--- config.mk ---
export PLATFORM = sky130hd
export DESIGN_NAME = wb_rr_arbiter_flat
export DESIGN_NICKNAME = d
export VERILOG_FILES = /design/src/rtl/wb_rr_arbiter_if.sv /design/src/rtl/wb_rr_arbiter.sv /design/src/flat_wrapper.sv
export SDC_FILE = /design/constraint.sdc
export NUM_CORES = 1
export LEC_CHECK = 0
export ABC_AREA = 1
export CAP_MARGIN = 15
export CORE_AREA = 2 2 111 113
export DETAILED_ROUTE_END_ITERATION = 6
export DIE_AREA = 0 0 113 115
export SETUP_SLACK_MARGIN = 0.05
export SYNTH_ARGS = -nofsm -noshare
export SYNTH_HDL_FRONTEND = slang
export SYNTH_SLANG_ARGS = --single-unit
--- constraint.sdc ---
create_clock -name clk -period 1.2 [get_ports clk]
set_input_delay 0.24 -clock clk [delete_from_list [all_inputs] [get_ports clk]]
set_output_delay 0.24 -clock clk [all_outputs]
set_load 0.02 [all_outputs]
--- src/rtl/wb_rr_arbiter_if.sv ---
// ---------------------------------------------------------------------------
// wb_rr_arbiter_if
// Bus bundle between N Wishbone masters, the round-robin arbiter and the
// single shared slave.
//   m_cyc/m_stb/m_we/m_adr/m_dat_w/m_sel : per-master requests, packed, master i at slice i
//   m_ack/m_err                          : per-master responses
//   m_dat_r                              : read data broadcast to every master
//   s_cyc/s_stb/s_we/s_adr/s_dat_w/s_sel : request forwarded to the slave
//   s_ack/s_err/s_dat_r                  : slave response
//   grant                                : one-hot current owner, zero when idle
// Modports:
//   master : arbiter view (it masters the slave-side bus)
//   slave  : environment view (masters and slave around the arbiter)
// ---------------------------------------------------------------------------
interface wb_rr_arbiter_if #(
    parameter int unsigned N_MASTERS     = 2,
    parameter int unsigned WB_ADDR_WIDTH = 32,
    parameter int unsigned WB_DATA_WIDTH = 32
);
    localparam int unsigned SEL_W = WB_DATA_WIDTH / 8;

    // master side
    logic [N_MASTERS-1:0]               m_cyc;
    logic [N_MASTERS-1:0]               m_stb;
    logic [N_MASTERS-1:0]               m_we;
    logic [N_MASTERS*WB_ADDR_WIDTH-1:0] m_adr;
    logic [N_MASTERS*WB_DATA_WIDTH-1:0] m_dat_w;
    logic [N_MASTERS*SEL_W-1:0]         m_sel;
    logic [N_MASTERS-1:0]               m_ack;
    logic [N_MASTERS-1:0]               m_err;
    logic [WB_DATA_WIDTH-1:0]           m_dat_r;

    // slave side
    logic                               s_cyc;
    logic                               s_stb;
    logic                               s_we;
    logic [WB_ADDR_WIDTH-1:0]           s_adr;
    logic [WB_DATA_WIDTH-1:0]           s_dat_w;
    logic [SEL_W-1:0]                   s_sel;
    logic                               s_ack;
    logic                               s_err;
    logic [WB_DATA_WIDTH-1:0]           s_dat_r;

    logic [N_MASTERS-1:0]               grant;

    modport master (
        input  m_cyc, m_stb, m_we, m_adr, m_dat_w, m_sel,
        output m_ack, m_err, m_dat_r,
        output s_cyc, s_stb, s_we, s_adr, s_dat_w, s_sel,
        input  s_ack, s_err, s_dat_r,
        output grant
    );

    modport slave (
        output m_cyc, m_stb, m_we, m_adr, m_dat_w, m_sel,
        input  m_ack, m_err, m_dat_r,
        input  s_cyc, s_stb, s_we, s_adr, s_dat_w, s_sel,
        output s_ack, s_err, s_dat_r,
        input  grant
    );
endinterface

--- src/rtl/wb_rr_arbiter.sv ---
// ---------------------------------------------------------------------------
// wb_rr_arbiter
// Round-robin arbiter letting N Wishbone masters share one slave. Ownership
// is locked for as long as the owner holds CYC; every release passes through
// IDLE, so consecutive grants are separated by at least one idle cycle.
// Ports:
//   clk  : clock
//   rstn : synchronous active-low reset
//   bus  : wb_rr_arbiter_if.master (master requests/responses, slave bus, grant)
// Optional feature:
//   WB_RR_ARBITER_TIMEOUT_EN : when defined, a stalled beat (STB high, no
//   ACK/ERR) lasting TIMEOUT_CYCLES cycles returns a one-cycle ERR to the
//   owner and suppresses the slave STB for that cycle; the grant is kept.
// ---------------------------------------------------------------------------
module wb_rr_arbiter #(
    parameter int unsigned N_MASTERS      = 2,
    parameter int unsigned WB_ADDR_WIDTH  = 32,
    parameter int unsigned WB_DATA_WIDTH  = 32,
    parameter int unsigned TIMEOUT_CYCLES = 256
) (
    input logic            clk,
    input logic            rstn,
    wb_rr_arbiter_if.master bus
);

    localparam int unsigned SEL_W = WB_DATA_WIDTH / 8;
    localparam int unsigned IDX_W = $clog2(N_MASTERS);

    // Elaboration-time parameter sanity checks
    if (N_MASTERS < 2 || N_MASTERS > 8) begin : g_bad_n_masters
        $error("wb_rr_arbiter: N_MASTERS must be in 2..8");
    end
    if ((WB_DATA_WIDTH % 8) != 0) begin : g_bad_data_width
        $error("wb_rr_arbiter: WB_DATA_WIDTH must be a multiple of 8");
    end
    if (TIMEOUT_CYCLES == 0) begin : g_bad_timeout
        $error("wb_rr_arbiter: TIMEOUT_CYCLES must be non-zero");
    end

    typedef enum logic {
        IDLE = 1'b0,
        BUSY = 1'b1
    } state_e;

    state_e               state_q, state_d;
    logic [IDX_W-1:0]     gnt_idx_q, gnt_idx_d;
    logic [IDX_W-1:0]     last_idx_q, last_idx_d;
    logic [N_MASTERS-1:0] grant_q, grant_d;

    logic [IDX_W-1:0]     rr_win_c;
    logic [31:0]          rr_cand_c;
    logic                 rr_found_c;
    logic                 timeout_c;

    // Round-robin search: first requester upward from last_idx+1, wrapping
    always_comb begin
        rr_found_c = 1'b0;
        rr_win_c   = last_idx_q;
        rr_cand_c  = '0;
        for (int unsigned k = 1; k <= N_MASTERS; k++) begin
            rr_cand_c = 32'(last_idx_q) + k;
            if (rr_cand_c >= N_MASTERS) begin
                rr_cand_c = rr_cand_c - N_MASTERS;
            end
            if (!rr_found_c && bus.m_cyc[rr_cand_c[IDX_W-1:0]]) begin
                rr_found_c = 1'b1;
                rr_win_c   = rr_cand_c[IDX_W-1:0];
            end
        end
    end

    // State register
    always_ff @(posedge clk) begin
        if (!rstn) begin
            state_q    <= IDLE;
            gnt_idx_q  <= '0;
            last_idx_q <= IDX_W'(N_MASTERS - 1);
            grant_q    <= '0;
        end else begin
            state_q    <= state_d;
            gnt_idx_q  <= gnt_idx_d;
            last_idx_q <= last_idx_d;
            grant_q    <= grant_d;
        end
    end

    // Next-state and bus outputs
    always_comb begin
        state_d     = state_q;
        gnt_idx_d   = gnt_idx_q;
        last_idx_d  = last_idx_q;
        grant_d     = grant_q;

        bus.s_cyc   = 1'b0;
        bus.s_stb   = 1'b0;
        bus.s_we    = 1'b0;
        bus.s_adr   = bus.m_adr[gnt_idx_q*WB_ADDR_WIDTH +: WB_ADDR_WIDTH];
        bus.s_dat_w = bus.m_dat_w[gnt_idx_q*WB_DATA_WIDTH +: WB_DATA_WIDTH];
        bus.s_sel   = bus.m_sel[gnt_idx_q*SEL_W +: SEL_W];
        bus.m_ack   = '0;
        bus.m_err   = '0;

        case (state_q)
            IDLE: begin
                if (rr_found_c) begin
                    state_d   = BUSY;
                    gnt_idx_d = rr_win_c;
                    grant_d   = N_MASTERS'(1) << rr_win_c;
                end
            end
            BUSY: begin
                bus.s_cyc = bus.m_cyc[gnt_idx_q];
                bus.s_stb = bus.m_stb[gnt_idx_q] & ~timeout_c;
                bus.s_we  = bus.m_we[gnt_idx_q];
                // Responses are masked while reset is asserted so an aborted
                // beat never completes towards the master.
                if (rstn) begin
                    bus.m_ack[gnt_idx_q] = bus.s_ack;
                    bus.m_err[gnt_idx_q] = bus.s_err | timeout_c;
                end
                if (!bus.m_cyc[gnt_idx_q]) begin
                    state_d    = IDLE;
                    last_idx_d = gnt_idx_q;
                    grant_d    = '0;
                end
            end
            default: begin
                state_d = IDLE;
            end
        endcase
    end

`ifdef WB_RR_ARBITER_TIMEOUT_EN
    localparam int unsigned TO_W = $clog2(TIMEOUT_CYCLES + 1);

    logic [TO_W-1:0] to_cnt_q;
    logic            stall_c;

    assign stall_c   = (state_q == BUSY) && bus.m_cyc[gnt_idx_q] && bus.m_stb[gnt_idx_q]
                       && !bus.s_ack && !bus.s_err;
    assign timeout_c = (state_q == BUSY) && (to_cnt_q == TO_W'(TIMEOUT_CYCLES));

    // Stall counter; IDLE clears it, which covers every change of owner
    always_ff @(posedge clk) begin
        if (!rstn || state_q != BUSY || bus.s_ack || bus.s_err || timeout_c) begin
            to_cnt_q <= '0;
        end else if (stall_c) begin
            to_cnt_q <= to_cnt_q + TO_W'(1);
        end
    end
`else
    assign timeout_c = 1'b0;
`endif

    assign bus.grant   = grant_q;
    assign bus.m_dat_r = bus.s_dat_r;

endmodule

--- src/flat_wrapper.sv ---
// flat-port wrapper written by rule: the top's interface ports become plain ports
module wb_rr_arbiter_flat 
#(
    parameter int unsigned N_MASTERS      = 2,
    parameter int unsigned WB_ADDR_WIDTH  = 32,
    parameter int unsigned WB_DATA_WIDTH  = 32,
    parameter int unsigned TIMEOUT_CYCLES = 256
)
  (clk, rstn, bus_m_cyc, bus_m_stb, bus_m_we, bus_m_adr, bus_m_dat_w, bus_m_sel, bus_m_ack, bus_m_err, bus_m_dat_r, bus_s_cyc, bus_s_stb, bus_s_we, bus_s_adr, bus_s_dat_w, bus_s_sel, bus_s_ack, bus_s_err, bus_s_dat_r, bus_grant);
  wb_rr_arbiter_if #(.N_MASTERS(N_MASTERS), .WB_ADDR_WIDTH(WB_ADDR_WIDTH), .WB_DATA_WIDTH(WB_DATA_WIDTH)) bus_i ();
  input logic clk;
  input logic rstn;
  input wire logic [$bits(bus_i.m_cyc)-1:0] bus_m_cyc;
  input wire logic [$bits(bus_i.m_stb)-1:0] bus_m_stb;
  input wire logic [$bits(bus_i.m_we)-1:0] bus_m_we;
  input wire logic [$bits(bus_i.m_adr)-1:0] bus_m_adr;
  input wire logic [$bits(bus_i.m_dat_w)-1:0] bus_m_dat_w;
  input wire logic [$bits(bus_i.m_sel)-1:0] bus_m_sel;
  output wire logic [$bits(bus_i.m_ack)-1:0] bus_m_ack;
  output wire logic [$bits(bus_i.m_err)-1:0] bus_m_err;
  output wire logic [$bits(bus_i.m_dat_r)-1:0] bus_m_dat_r;
  output wire logic [$bits(bus_i.s_cyc)-1:0] bus_s_cyc;
  output wire logic [$bits(bus_i.s_stb)-1:0] bus_s_stb;
  output wire logic [$bits(bus_i.s_we)-1:0] bus_s_we;
  output wire logic [$bits(bus_i.s_adr)-1:0] bus_s_adr;
  output wire logic [$bits(bus_i.s_dat_w)-1:0] bus_s_dat_w;
  output wire logic [$bits(bus_i.s_sel)-1:0] bus_s_sel;
  input wire logic [$bits(bus_i.s_ack)-1:0] bus_s_ack;
  input wire logic [$bits(bus_i.s_err)-1:0] bus_s_err;
  input wire logic [$bits(bus_i.s_dat_r)-1:0] bus_s_dat_r;
  output wire logic [$bits(bus_i.grant)-1:0] bus_grant;
  assign bus_i.m_cyc = bus_m_cyc;
  assign bus_i.m_stb = bus_m_stb;
  assign bus_i.m_we = bus_m_we;
  assign bus_i.m_adr = bus_m_adr;
  assign bus_i.m_dat_w = bus_m_dat_w;
  assign bus_i.m_sel = bus_m_sel;
  assign bus_m_ack = bus_i.m_ack;
  assign bus_m_err = bus_i.m_err;
  assign bus_m_dat_r = bus_i.m_dat_r;
  assign bus_s_cyc = bus_i.s_cyc;
  assign bus_s_stb = bus_i.s_stb;
  assign bus_s_we = bus_i.s_we;
  assign bus_s_adr = bus_i.s_adr;
  assign bus_s_dat_w = bus_i.s_dat_w;
  assign bus_s_sel = bus_i.s_sel;
  assign bus_i.s_ack = bus_s_ack;
  assign bus_i.s_err = bus_s_err;
  assign bus_i.s_dat_r = bus_s_dat_r;
  assign bus_grant = bus_i.grant;
  wb_rr_arbiter #(.N_MASTERS(N_MASTERS), .WB_ADDR_WIDTH(WB_ADDR_WIDTH), .WB_DATA_WIDTH(WB_DATA_WIDTH), .TIMEOUT_CYCLES(TIMEOUT_CYCLES)) u_core (.clk(clk), .rstn(rstn), .bus(bus_i));
endmodule
After elaboration in Yosys (flattened, before gate mapping)
Index checks and enable logic that the tools add are counted.
{"block": "word_totals", "ff_bits": 5, "in_bits": 178, "output_inout_bits": 109}
{"block": "classes", "n_addsub": 4, "magnitude_cmp": 6, "eq_ne": 2, "shifts": 4, "n_mux": 31, "bitwise_logic": 4, "n_reduce_logical": 6}
{"op": "indexed part select 64 x 7 -> 32 bit", "n": 2}
{"op": "two-way mux 1 bit", "n": 22}
{"op": "two-way mux 2 bit", "n": 6}
{"op": "indexed part select 8 x 4 -> 4 bit", "n": 1}
{"op": "< comparator 1 x 2 -> 1 bit, second input constant", "n": 3}
{"op": "AND reduction 2 bit", "n": 3}
{"op": "AND 2 bit", "n": 2}
{"op": "case mux 2 bit (2 select lines)", "n": 1}
{"op": "adder 1 x 2 -> 3 bit, second input constant", "n": 1}
{"op": "greater-or-equal comparator 3 x 2 -> 1 bit, second input constant", "n": 1}
{"op": "adder 1 x 1 -> 2 bit, second input constant", "n": 1}
{"op": "greater-or-equal comparator 2 bit, second input constant", "n": 1}
{"op": "logical AND 1 bit", "n": 2}
{"op": "inequality test 2 x 1 -> 1 bit, second input constant", "n": 1}
{"op": "inequality test 2 bit, second input constant", "n": 1}
{"op": "NOT 1 bit", "n": 2}
{"op": "case mux 1 bit (2 select lines)", "n": 1}
{"op": "left shift 1 x 1 -> 2 bit, first input constant", "n": 1}
{"op": "subtractor 1 bit, second input constant", "n": 2}
{"op": "demux 1 bit (select 1 bit)", "n": 1}
{"op": "greater-or-equal comparator 1 bit, second input constant", "n": 1}
{"op": "logical NOT 1 bit", "n": 1}

Longest topological paths before layout
{"block": "depth", "depth_word": 12, "ltp_mapped": 6}

Worst setup path before layout
Ideal clock, no wire load.
{"block": "synth_timing", "path_kind": "flip-flop to output port", "from": "register u_core.gnt_idx_q", "to": "output bus_m_ack[1]", "arrival_ns": 1.116, "required_time_ns": 0.960, "slack_ns": -0.156, "stages_incl_launch_ff": 5, "path_buffers": 2, "cell_sequence": "dfxtp_1 -> buf_4 -> buf_4 -> nand2_2 -> nor3_1"}
{"block": "synth_via", "elab_chain_cells": 7, "elab_cells_between_ends": 8, "classes_between": "order compare: 2; mux: 4; bitwise: 1; reduce/logical: 1"}
{"item": "start, declared", "line_no": "wb_rr_arbiter.sv:46", "source": "logic [IDX_W-1:0] gnt_idx_q, gnt_idx_d;"}
{"item": "start signal, assigned", "line_no": "wb_rr_arbiter.sv:81", "source": "gnt_idx_q <= gnt_idx_d;"}
{"item": "< comparator 1 x 2 -> 1 bit (implied by the code) / greater-or-equal comparator 1 bit (equally long branches)", "line_no": "wb_rr_arbiter.sv:118", "source": "bus.m_ack[gnt_idx_q] = bus.s_ack;"}
{"item": "logical AND 1 bit (implied by the code)", "line_no": "wb_rr_arbiter.sv:118"}
{"item": "two-way mux 1 bit (implied by the code)", "line_no": "wb_rr_arbiter.sv:118"}
{"item": "demux 1 bit (select 1 bit) *"}
{"item": "AND 2 bit (no line) *"}
{"item": "two-way mux 2 bit *", "line_no": "wb_rr_arbiter.sv:117", "source": "if (rstn) begin"}
{"item": "two-way mux 2 bit *", "line_no": "wb_rr_arbiter.sv:103", "source": "case (state_q)"}
{"item": "end, declared", "line_no": "flat_wrapper.sv:19", "source": "output wire logic [$bits(bus_i.m_ack)-1:0] bus_m_ack;"}
Every way passes the cells marked *; elsewhere a longest branch is shown, timed or not.

Worst setup path after layout
{"block": "layout_timing", "from": "register u_core.gnt_idx_q", "to": "output bus_s_dat_w[12]"}
{"block": "layout_via", "elab_chain_cells": 1}
{"item": "indexed part select 64 x 7 -> 32 bit", "line_no": "wb_rr_arbiter.sv:98", "source": "bus.s_dat_w = bus.m_dat_w[gnt_idx_q*WB_DATA_WIDTH +: WB_DATA_WIDTH];"}
{"item": "end, declared", "line_no": "flat_wrapper.sv:26", "source": "output wire logic [$bits(bus_i.s_dat_w)-1:0] bus_s_dat_w;"}
No other way between the ends.

==> impl_metrics.json <==
{
  "outcome": "finished with violations",
  "violations": "DRC, setup timing",
  "core_area_sq_um": 11800,
  "grt.total_usage": 0.103,
  "wl_per_cell_microns": 12.9,
  "synth.yosys.warnings": 0,
  "synth_xor_area_frac": 0,
  "p_leak_nw": 2.22,
  "p_seq_frac": 0.064,
  "clock-sinks": 5,
  "regArea_sq_um": 105,
  "gp_congestion": 0.827,
  "nFillCells": 1236,
  "cts_root_buffer": "clkbuf_16",
  "ios": 287,
  "drive_gt1_frac": 0.460,
  "critPathLaunchType": "flip-flop",
  "worstPathArrival_ns": 1.22,
  "initial_core_util": 0.116,
  "grt_antenna_before_repair": 0,
  "multi_input_area_sq_um": 1310,
  "die_x_microns": 113,
  "end_kind": "output pin",
  "crit_buf_inv": 3,
  "internal_power_w": 0.00205,
  "antenna_cells": 0,
  "routed-via-count": 2555,
  "period_needed_ns": 1.46,
  "p_clk_frac": 0.167,
  "antenna_left": 0,
  "clkTransAtPathRegs_ns": 0.03,
  "synth_top_family_by_area": "simple AND/OR/NAND/NOR gates",
  "swShare": 0.385,
  "fin_ws_ns": -0.259,
  "fin_total_pwr_w": 0.00333,
  "clk_latency_ns": 0.23,
  "tightest_slew_ns": 0.187,
  "grt-ovfl-total": 0,
  "crit_slowest_cell": "dfxtp_4",
  "synth_fa_ha_area_frac": 0,
  "final_nets": 688,
  "dr.pass1.iters": 7,
  "htreeDepth": 1,
  "ys_types": 14,
  "hp-class": "flip-flop to flip-flop",
  "synthCells": 294,
  "dp.final_hpwl_microns": 5990,
  "maxSlewHeadroom": 0.875,
  "wl_met1_microns": 2910,
  "top_layer_used": "met4",
  "cp_slowest_stage_delay_ns": 0.43,
  "path_cells": "buf_12 > buf_12 > nand2_2 > nand2_2 > buf_6",
  "min_period_over_period": 1.22,
  "fp-row-count": 40,
  "syn_avg_cell_area_sq_um": 4.65,
  "fin_util": 0.388,
  "die_y_microns": 115,
  "die_area_sq_um": 13000,
  "routed_wl_microns": 8440,
  "rsz0062_at_grt": "yes",
  "cp_top_family": "flip-flops",
  "synth_mux_area_frac": 0,
  "p_comb_frac": 0.769,
  "hold_viol_final": 0,
  "initialDrtViolationCount": 55,
  "synth-simple-area-share": 0.638,
  "wl_met2_microns": 4550,
  "fin_worst_skew_ns": 0.00169,
  "setup_viol": 75,
  "syn_to_final_growth_pct": 235,
  "grt_max_degree": 21,
  "crit_required_ns": 0.96,
  "syn_nets": 472,
  "synth_compound_gate_area_share": 0.0265,
  "cts_buffers": 3,
  "worst-setup-path-type": "flip-flop to output pin",
  "slew_violations": 0,
  "cp_max_fo": 6,
  "vias_per_cell": 3.89,
  "numPortBuffers": 222,
  "wl_met3_microns": 850,
  "synth_seq_cells": 5,
  "synthesis.area_sq_um": 1370,
  "p_per_area_nw_per_um2": 727,
  "fmax_mhz": 685,
  "vdd_drop_max_v": 0.000428,
  "yosysSeqAreaShare": 0.0732,
  "grt_pass1_vias": 2249,
  "grt_pass1_wl_microns": 10900,
  "p_switching_w": 0.00128,
  "cts_hold_buf": 0,
  "clock_path_buffers": 2,
  "cap_violations": 0,
  "drc": 15,
  "cts_tree": "done"
}
## per-stage QoR
step | setup WS, ns | TNS, ns | area [sq um] | hold slack (ns) | instances
after global routing | -0.307 | -20.10 | 4580 | 0.480 | 656
after floorplan | -0.0609 | -0.127 | 1410 | 0.339 | 294
after detailed placement | -0.743 | -36.90 | 3700 | 0.446 | 635
after global placement | -0.723 | -36.45 | 3700 | 0.446 | 635
after CTS | -0.319 | -19.08 | 3850 | 0.459 | 644
final | -0.259 | -17.30 | 4580 | 0.457 | 656
## routing by layer
metal	track usage	up-vias
met3	0.0380	14
met2	0.186	133
met4	0.0374	0
met1	0.112	1128
met5	0	-
li1	-	1280
## what timing repair did
action	4_1_cts	5_1_grt
pin swaps	5	54
endpoints found under the setup margin	77	81
gates resized for setup	426	174
setup buffers	1	4
gates cloned	4	8
## area by class of cell
cell class,instances,area share
Timing Repair Buffer,257,0.621
Multi-Input combinational cell,233,0.287
Tap cell,147,0.0401
Sequential cell,5,0.0229
Clock buffer,4,0.0172
Inverter,9,0.00956
Timing Repair inverter,1,0.00246
## state kept, by name, summed over array words and instances, names as in the netlist
register / cells
u_core.bus.grant: 2
u_core.gnt_idx_q: 1
u_core.last_idx_q: 1
u_core.state_q: 1
## final timing paths
check	from	to	slack (ns)	cells past startpoint
setup / recovery	u_core.gnt_idx_q$_SDFFE_PN0P_	bus_s_dat_w[12]	-0.26	5
setup reg to reg	u_core.gnt_idx_q$_SDFFE_PN0P_	u_core.bus.grant[0]$_SDFFE_PN0P_	0.04	6
hold / removal	u_core.bus.grant[1]$_SDFFE_PN0P_	u_core.bus.grant[1]$_SDFFE_PN0P_	0.46	2
hold reg to reg	u_core.bus.grant[1]$_SDFFE_PN0P_	u_core.bus.grant[1]$_SDFFE_PN0P_	0.46	2
## cell usage after synthesis
master / instances / area [sq um]
nor3_1: 4 / 20.0
nand3_2: 1 / 10.0
o211ai_1: 1 / 7.51
dfxtp_1: 5 / 100
buf_4: 35 / 263
nand2_2: 1 / 6.26
inv_4: 1 / 6.26
buf_2: 12 / 60.1
inv_2: 2 / 7.51
a21oi_1: 4 / 20.0
nand3_1: 5 / 25.0
inv_1: 6 / 22.5
nand2_1: 216 / 811
o21ai_2: 1 / 8.76
## layout by cell type, fill, tap and decap left out, types with 2 or more instances in the layout
cell type / synthesis / final
dfxtp_1: 5 / 3
inv_8: 0 / 2
nand2_1: 216 / 116
clkdlybuf4s50_1: 0 / 143
inv_1: 6 / 4
nand3_2: 1 / 3
nand2_4: 0 / 15
buf_4: 35 / 15
buf_16: 0 / 3
nand3_1: 5 / 2
clkbuf_2: 0 / 2
dlygate4sd2_1: 0 / 2
nor3_4: 0 / 2
buf_12: 0 / 8
clkbuf_16: 0 / 9
nor3_2: 0 / 2
a21oi_1: 4 / 3
buf_6: 0 / 77
nand2_2: 1 / 85
inv_2: 2 / 3
## power by group through the flow
| stage | Clock, W | Sequential (W) | Combinational [W] |
|---|---|---|---|
| finish | 0.000557 | 0.000213 | 0.00256 |
| detailed placement | 0 | 0.000204 | 0.00200 |
| global placement | 0 | 0.000204 | 0.00199 |
| floorplan | 0 | 0.000204 | 0.000955 |
| global route | 0.000572 | 0.000216 | 0.00272 |
| CTS | 0.000554 | 0.000210 | 0.00209 |
## worst register-to-register path, stage by stage (launching register included)
cell,delay (ns)
dfxtp_4,0.43
buf_12,0.17
nand2_2,0.06
buf_4,0.14
nand3_4,0.09
nand3_1,0.07
a21oi_1,0.13
## cells by family (layout without fill, tap and decap cells)
logic type,Yosys count,count (layout)
AOI/OAI and AO/OA,6,6
buffers and inverters,56,271
and+or+nand+nor,227,227
DFF,5,5
Power figures use the tool's default switching activity.
